File: src/rtl/ring_counter_param.sv
// Parametrised ring / Johnson counter with direction, clock enable, parallel load,
// illegal-state detection with optional self-correction, a binary step index and a wrap pulse.
module ring_counter_param #(
  parameter int WIDTH        = 4,
  parameter int MODE         = 0,
  parameter int SELF_CORRECT = 1,
  parameter int IDX_W        = 6
) (
  input  logic             clk,
  input  logic             rst,
  input  logic             en,
  input  logic             dir,
  input  logic             load,
  input  logic [WIDTH-1:0] load_val,
  output logic [WIDTH-1:0] out,
  output logic [IDX_W-1:0] step,
  output logic             illegal,
  output logic             wrap
);

  localparam int               PERIOD      = (MODE == 1) ? 2 * WIDTH : WIDTH;
  localparam logic [WIDTH-1:0] RESET_STATE = (MODE == 1) ? '0 : WIDTH'(1);

  logic [WIDTH-1:0] r_out;
  logic             r_wrap;

  logic             w_legal;
  logic [IDX_W-1:0] w_step;
  logic [WIDTH-1:0] w_shift;
  logic             w_wrap_next;

  // Mask with bits [k-1:0] set; k == WIDTH yields all ones.
  function automatic logic [WIDTH-1:0] low_mask(input int k);
    return ~({WIDTH{1'b1}} << k);
  endfunction

  // Legality check and step decode of the current state.
  // NOTE: every variable gets a default before the loops so no path leaves one unassigned (no latch).
  always_comb begin
    w_legal = 1'b0;
    w_step  = '0;
    if (MODE == 1) begin
      for (int k = 0; k <= WIDTH; k++) begin
        if (r_out == low_mask(k)) begin
          w_legal = 1'b1;
          w_step  = IDX_W'(k);
        end
        if (k >= 1 && k <= WIDTH - 1 && r_out == ~low_mask(k)) begin
          w_legal = 1'b1;
          w_step  = IDX_W'(WIDTH + k);
        end
      end
    end else begin
      for (int i = 0; i < WIDTH; i++) begin
        if (r_out == (WIDTH'(1) << i)) begin
          w_legal = 1'b1;
          w_step  = IDX_W'(i);
        end
      end
    end
  end

  // Johnson inverts the bit fed back around the ring; ring mode feeds it back unchanged.
  always_comb begin
    w_shift = r_out;
    if (dir) begin
      w_shift = {((MODE == 1) ? ~r_out[0] : r_out[0]), r_out[WIDTH-1:1]};
    end else begin
      w_shift = {r_out[WIDTH-2:0], ((MODE == 1) ? ~r_out[WIDTH-1] : r_out[WIDTH-1])};
    end
  end

  assign w_wrap_next = w_legal && (dir ? (w_step == '0) : (w_step == IDX_W'(PERIOD - 1)));

  // NOTE: state registers use non-blocking assignments so every flop samples pre-edge values.
  always_ff @(posedge clk) begin
    if (rst) begin
      r_out  <= RESET_STATE;
      r_wrap <= 1'b0;
    end else if (load) begin
      r_out  <= load_val;
      r_wrap <= 1'b0;
    end else if (en) begin
      if (!w_legal && SELF_CORRECT != 0) begin
        r_out  <= RESET_STATE;
        r_wrap <= 1'b0;
      end else begin
        r_out  <= w_shift;
        r_wrap <= w_wrap_next;
      end
    end else begin
      r_wrap <= 1'b0;
    end
  end

  assign out     = r_out;
  assign step    = w_step;
  assign illegal = ~w_legal;
  assign wrap    = r_wrap;

endmodule

File: config.mk
export PLATFORM = sky130hd
export DESIGN_NAME = ring_counter_param
export DESIGN_NICKNAME = d
export VERILOG_FILES = /design/src/rtl/ring_counter_param.sv
export SDC_FILE = /design/constraint.sdc
export NUM_CORES = 1
export LEC_CHECK = 0
export ABC_CLOCK_PERIOD_IN_PS = 1300
export CAP_MARGIN = 20
export CORE_AREA = 8 8 45 47
export CTS_CLUSTER_DIAMETER = 40
export DETAILED_ROUTE_END_ITERATION = 12
export DIE_AREA = 0 0 53 55
export PLACE_DENSITY = 0.78
export SYNTH_ARGS = -nofsm -noshare
export SYNTH_HDL_FRONTEND = slang
export SYNTH_SLANG_ARGS = --single-unit
File: constraint.sdc
create_clock -name clk -period 1.3 [get_ports clk]
set_input_delay 0.13 -clock clk [delete_from_list [all_inputs] [get_ports clk]]
set_output_delay 0.13 -clock clk [all_outputs]
set_load 0.02 [all_outputs]
==> metrics.md, run 1 <==
| Metric | Value |
|---|---|
| Outcome | finished, violations left |
| Failing checks | negative setup slack |
| HPWL after DPL | roughly 1100 um |
| RePlAce Congestion | about 0.86 |
| DP Area | ~700 um^2 |
| Crit path required time | 1.17 ns |
| CTS Buffer Depth | 2 |
| H-tree levels | 1 |
| Final WS setup | -0.0490 ns |
| Critical Path AT | 1.22 ns |
| Total power | 0.626 mW |
| Crit path capture type | primary output |
| Max-cap check violation count | 0 |
| Yosys cell types | 27 |
| Initial antenna violation count | 0 |
| IO Count | 21 |
| Synthesis Warnings | 0 |
| IO buf count | 16 |
| Hold path start | load_val[2] |
| WHS Endpoint | out[2] |
| Initial DRC Count | 2 |
| Reg2reg start | out[1] |
| Fmax | 741 MHz |
| Grt total ovfl | 0 |
| Worst Setup SP | out[2] |
| FF+latch count, synth | 5 |
| Post-synth EDFFs | 0 |
| Skew final | 0.00679 ns |
| Total track usage | 9.72% |
| Largest net degree at the start of global routing | 11 |
| Final Setup Violations | 3 |
| Num CTS Buffers | 3 |
| LEAKAGE | between 0.3 and 0.4 nW |
| Number of global-route vias before repair | 483 |
| VDD IR-drop max | about 0.31 mV |
| Root buffer cell | clkbuf_4 |
| Initial Util | 34.3% |
| Layout Nets | 95 |
| Worst R2R Path Depth | 4 |
| Hold Path Class | input port to register |
| Yosys top cell area share | around a fifth |
| Fill cells | ~120 |
| Layout cells sized above 1 | 42.4% |
| Synth area leader | dfxtp_1 |
| # rows | 14 |
| Unrepaired setup endpoints after global routing | yes |
| Core Area | ~1400 um^2 |
| Syn avg cell area | 8.18 um^2 |
| Cell Pwr Density | 794 nW/um^2 |
| Detailed-route wire length | around 1500 um |
| Clock latency on the worst-skew pair | 0.24 ns |
| Reg2reg setup slack | -0.03 ns |
| Slew Limit Fails | 0 |
| First-pass GRT wire length | 2110 um |
| Reg clk slew, reported paths | 0.04 ns |
| CP startpoint kind | register |
| # clock sinks | 5 |
| WL/cell | 14.5 um |
| Die Wd | approximately 53 um |
| N_diodes | 0 |
| Crit-path max FO | 7 |
| Register area share after synthesis | a little over a fifth |
| Synthesized cell area | 474 um^2 |
| Final Cell Area | 788 um^2 |
| Period utilization | 104% |
| Vias | 521 |
| Die Area | 2920 um^2 |
| Minimum clock period | around 1.3 ns |
| Drt drc | 0 |
| Hold-fix buffers, CTS | 0 |
| Antenna-violating nets left | 0 |
| Endpoints failing hold | 0 |
| Area delta synth->final | 66.2% |
| Most frequent cells in the layout | 13 x buf_4, 8 x clkdlybuf4s50_1 |
| Predominant post-synthesis flop cell | dfxtp_1 |
| Worst R2R End | wrap |
| Setup CP Type | register to primary output |
| First-pass iteration count of the detailed router | 2 |
| Syn Inst Count | between 50 and 60 |
| TritonCTS clock tree | done |
| Die height | approximately 55 um |
| Async SR Flop Fraction | 0% |
| Most common cell after layout, fill and taps aside | buf_4 |
| Top cells by area, synth | dfxtp_1 21%, buf_4 9.5%, and3b_1 7.4% |
| Min-Delay Path Depth | 3 |
| Drt via density | just over 5 |
==> cell families (layout without fill, tap and decap cells) <==
family                    after synthesis  after routing  synth area share, %
xor gates and xnor gates                3              3                 5.54
buffers and inverters                  14             38                 17.9
and+or+nand+nor                        19             19                 31.4
other                                   1              4                0.791
DFF                                     5              5                 21.1
AOI/OAI and AO/OA                      16             16                 23.2
==> cell type report <==
| class | instances | area [um^2] | share of cell area (%) |
|---|---|---|---|
| well taps | 16 | 20.0 | 2.54 |
| inverters | 4 | 15.0 | 1.90 |
| repair buffers | 30 | 265 | 33.7 |
| multi-input cells | 42 | 352 | 44.6 |
| clock buffers | 4 | 26.3 | 3.33 |
| flip-flops and latches | 5 | 110 | 14.0 |
==> stage by stage <==
| step | setup WS (ns) | hold slack (ns) | TNS, ns | cells | utilization [%] |
|---|---|---|---|---|---|
| 2_1_floorplan | 0.0141 | 0.199 | 0 | 61 | - |
| 3_3_place_gp | -0.224 | 0.714 | -1.17 | 96 | 50.8 |
| 3_5_place_dp | -0.254 | 0.708 | -1.47 | 96 | 50.8 |
| 4_1_cts | -0.0456 | 0.450 | -0.0775 | 101 | 53.8 |
| 5_1_grt | -0.0803 | 0.467 | -0.200 | 101 | 57.0 |
| 6_report | -0.0490 | 0.454 | -0.0923 | 101 | 57.0 |
==> power breakdown <==
| group | internal [mW] | total, mW | switching (mW) |
|---|---|---|---|
| clock | 0.116 | 0.183 | 0.0666 |
| combinational | 0.133 | 0.259 | 0.126 |
| sequential | 0.164 | 0.184 | 0.0197 |
==> cell usage after synthesis, types with 2 or more instances <==
cell      number
inv_1          4
o21ai_1        4
buf_4          6
nor2_1         3
dfxtp_1        5
nor3b_1        4
nor3_1         2
and3b_1        4
buf_2          2
xnor2_1        2
a221oi_1       3
a21oi_1        4
==> repair_timing <==
action	in CTS	in global routing
pin swaps	4	3
cloned	0	0
gates resized for setup	26	10
setup endpoints to repair	11	8
buffers inserted	2	0
==> metal layers <==
layer	up-vias	track usage [%]	routed length, um	share of wire, %
met1	250	9.86	561	38
met4	0	5.17	29	2.0
met3	4	2.67	79	5.4
met5	-	0	0	0
met2	14	17.8	793	54
li1	253	-	-	-
==> state kept, by name (all words and copies together), names as in the netlist <==
| signal | cells |
|---|---|
| out | 4 |
| wrap | 1 |
==> critical path: stages (launching register included) <==
cell and delay [ns]:
dfxtp_4 0.37, nor4b_4 0.29, o21ba_1 0.19, buf_6 0.13
==> how the worst max path moves through the flow <==
stage	end	depth (start not counted)	slack (ns)
after floorplan	illegal	4	0.01
after global placement	illegal	4	-0.22
after detailed placement	illegal	4	-0.25
after CTS	illegal	3	-0.05
after global routing	illegal	3	-0.08
final	illegal	3	-0.05
No activity file was read; power rests on OpenSTA's default activity.
==> inputs of run 2 (changes only) <==
--- a/config.mk
+++ b/config.mk
@@ -9,6 +9,7 @@
 export CAP_MARGIN = 20
 export CORE_AREA = 8 8 45 47
 export CTS_CLUSTER_DIAMETER = 40
+export CTS_CLUSTER_SIZE = 30
 export DETAILED_ROUTE_END_ITERATION = 12
 export DIE_AREA = 0 0 53 55
 export PLACE_DENSITY = 0.78
==> results of run 2 <==
Final layout, timing and power as in run 1 (identical DEF).
==> inputs of run 3 (changes only) <==
--- a/config.mk
+++ b/config.mk
@@ -7,12 +7,14 @@
 export LEC_CHECK = 0
 export ABC_CLOCK_PERIOD_IN_PS = 1300
 export CAP_MARGIN = 20
-export CORE_AREA = 8 8 45 47
+export CELL_PAD_IN_SITES_DETAIL_PLACEMENT = 0
+export CELL_PAD_IN_SITES_GLOBAL_PLACEMENT = 1
+export CORE_MARGIN = 2
+export CORE_UTILIZATION = 28
 export CTS_CLUSTER_DIAMETER = 40
 export CTS_CLUSTER_SIZE = 30
 export DETAILED_ROUTE_END_ITERATION = 12
-export DIE_AREA = 0 0 53 55
-export PLACE_DENSITY = 0.78
+export PLACE_DENSITY = 0.84
 export SYNTH_ARGS = -nofsm -noshare
 export SYNTH_HDL_FRONTEND = slang
 export SYNTH_SLANG_ARGS = --single-unit
==> metrics.md, run 3 (synthesis gave the netlist of run 1 again) <==
| Metric | Value |
|---|---|
| Outcome | finished, violations left |
| Failing checks | negative setup slack |
| Layout Nets | 97 (+2.1%) |
| Cell Count Post-Placement | 97 (+1.0%) |
| Finished Layout Cells | 103 (+2.0%) |
| Initial DRC Count | 4 (+2) |
| Clock latency on the worst-skew pair | 0.25 ns (about the same) |
| # clock sinks | 5 (unchanged) |
| Grt total ovfl | 0 (unchanged) |
| IO Count | 21 (unchanged) |
| Vias | 505 (-3.1%) |
| LEAKAGE | 0.354 nW (+2.5%) |
| Core Area | 1540 um^2 (+11%) |
| Minimum clock period | 1.37 ns (+0.0220 ns) |
| First-pass iteration count of the detailed router | 4 (+2) |
| Slew Limit Fails | 0 (unchanged) |
| Final Setup Violations | 4 (+1) |
| WL/cell | 13.0 um (-11%) |
| Post-route setup TNS | -0.134 ns (-0.0418 ns) |
| Final hold slack | 0.444 ns (-0.0103 ns) |
| Total track usage | 12.9% (+3.2 points) |
| Worst R2R End | out[0] |
| Crit-path max FO | 5 (-2) |
| Max-cap check violation count | 0 (unchanged) |
| Reg2reg setup slack | -0.01 ns (+0.02 ns) |
| Most frequent cells in the layout | 14 x buf_4, 9 x clkdlybuf4s50_1, 5 x buf_6 |
| TritonCTS clock tree | done |
| Routed wl met2 | 755 um (-4.8%) |
| Layout cells sized above 1 | 46.0% (+3.6 points) |
| Max layer used | met3 |
| Skew final | 0.000752 ns (-0.00604 ns) |
| Most common cell after layout, fill and taps aside | buf_4 |
| Die height | 45.2 um (-18%) |
| Critical Path AT | 1.24 ns (+0.02 ns) |
| Reg2reg start | out[1] |
| Hold Path Class | input port to register |
| Unrepaired setup endpoints after global routing | yes |
| Die Area | 2040 um^2 (-30%) |
| Crit path capture type | primary output |
| Num CTS Buffers | 3 (unchanged) |
| First-pass GRT wire length | 1880 um (-11%) |
| Worst R2R Path Depth | 4 (unchanged) |
| Cell Pwr Density | 788 nW/um^2 (-0.79%) |
| Routed length on met1 | 544 um (-3.0%) |
| Period utilization | 105% (+1.7 points) |
| Endpoints failing hold | 0 (unchanged) |
| # rows | 14 (unchanged) |
| Crit path required time | 1.17 ns (about the same) |
| Number of global-route vias before repair | 436 (-9.7%) |
| Initial antenna violation count | 0 (unchanged) |
| Min-Delay Path Depth | 3 (unchanged) |
| Antenna-violating nets left | 0 (unchanged) |
| Drt via density | 4.90 (-5.0%) |
| HPWL after DPL | 897 um (-16%) |
| N_diodes | 0 (unchanged) |
| Die Wd | 45.2 um (-15%) |
| Initial Util | 30.8% (-3.5 points) |
| H-tree levels | 1 (unchanged) |
| CP startpoint kind | register |
| Fmax | 729 MHz (-1.6%) |
| Drt drc | 0 (unchanged) |
| Root buffer cell | clkbuf_4 |
| Hold path start | load_val[3] |
| Largest net degree at the start of global routing | 14 (+3) |
| RePlAce Congestion | 0.841 (-2.5%) |
| Area delta synth->final | 71.2% |
| Max FFs per register | 4 (unchanged) |
| Final WS setup | -0.0710 ns (-0.0220 ns) |
| Setup CP Type | register to primary output |
| VDD IR-drop max | 0.337 mV (+8.0%) |
| Final core occ | 52.7% (-4.3 points) |
| Detailed-route wire length | 1340 um (-8.7%) |
| Reg clk slew, reported paths | 0.05 ns (about the same) |
| Met3 wire length | 37 um (-53%) |
| CTS Buffer Depth | 2 (unchanged) |
| IO buf count | 16 (unchanged) |
| WHS Endpoint | out[3] |
run 3: per-stage QoR:
step	setup slack [ns]	instance area (um^2)	power [mW]
after floorplan	0.0141	495	0.328
after global placement	-0.227	711	0.422
after detailed placement	-0.273	711	0.426
after CTS	-0.0812	781	0.626
after global routing	-0.113	812	0.674
final	-0.0710	812	0.640
run 3: final cells by class:
cell class,instances,area [um^2]
Multi-Input combinational cell,42,349
Clock inverter,1,5.00
Fill cell,157,729
Clock buffer,3,22.5
Sequential cell,5,115
Timing Repair Buffer,32,285
Inverter,4,15.0
Tap cell,16,20.0
run 3: worst max path at each step:
stage	startpoint	endpoint	slack [ns]	cells after the start
after floorplan	out[0]	illegal	0.01	4
after global placement	out[1]	illegal	-0.23	4
after detailed placement	out[2]	illegal	-0.27	3
after CTS	out[2]	step[1]	-0.08	5
after global routing	out[2]	step[1]	-0.11	5
final	out[2]	step[1]	-0.07	5
run 3: power by group:
| part | switching [mW] | total, mW | internal, mW |
|---|---|---|---|
| clock | 0.0793 | 0.191 | 0.112 |
| sequential | 0.0178 | 0.180 | 0.162 |
| combinational | 0.125 | 0.268 | 0.144 |
run 3: per-layer routing:
metal / track usage [%] / vias up
met3: 0 / 0
li1: - / 259
met1: 15.3 / 235
met4: 7.06 / 0
met5: 0 / -
met2: 23.4 / 11
run 3: worst max-delay path, cell delays in order, from the launching register on:
cell and delay [ns]:
dfxtp_4 0.36, buf_6 0.13, buf_4 0.13, xnor2_1 0.12, nor3_2 0.11, buf_4 0.16
run 3: repair_timing:
action,4_1_cts,5_1_grt
setup endpoints to repair,11,7
gates resized for setup,33,9
hold buffers,0,0
setup buffers,3,0
gates cloned,0,0
pin swaps,4,3
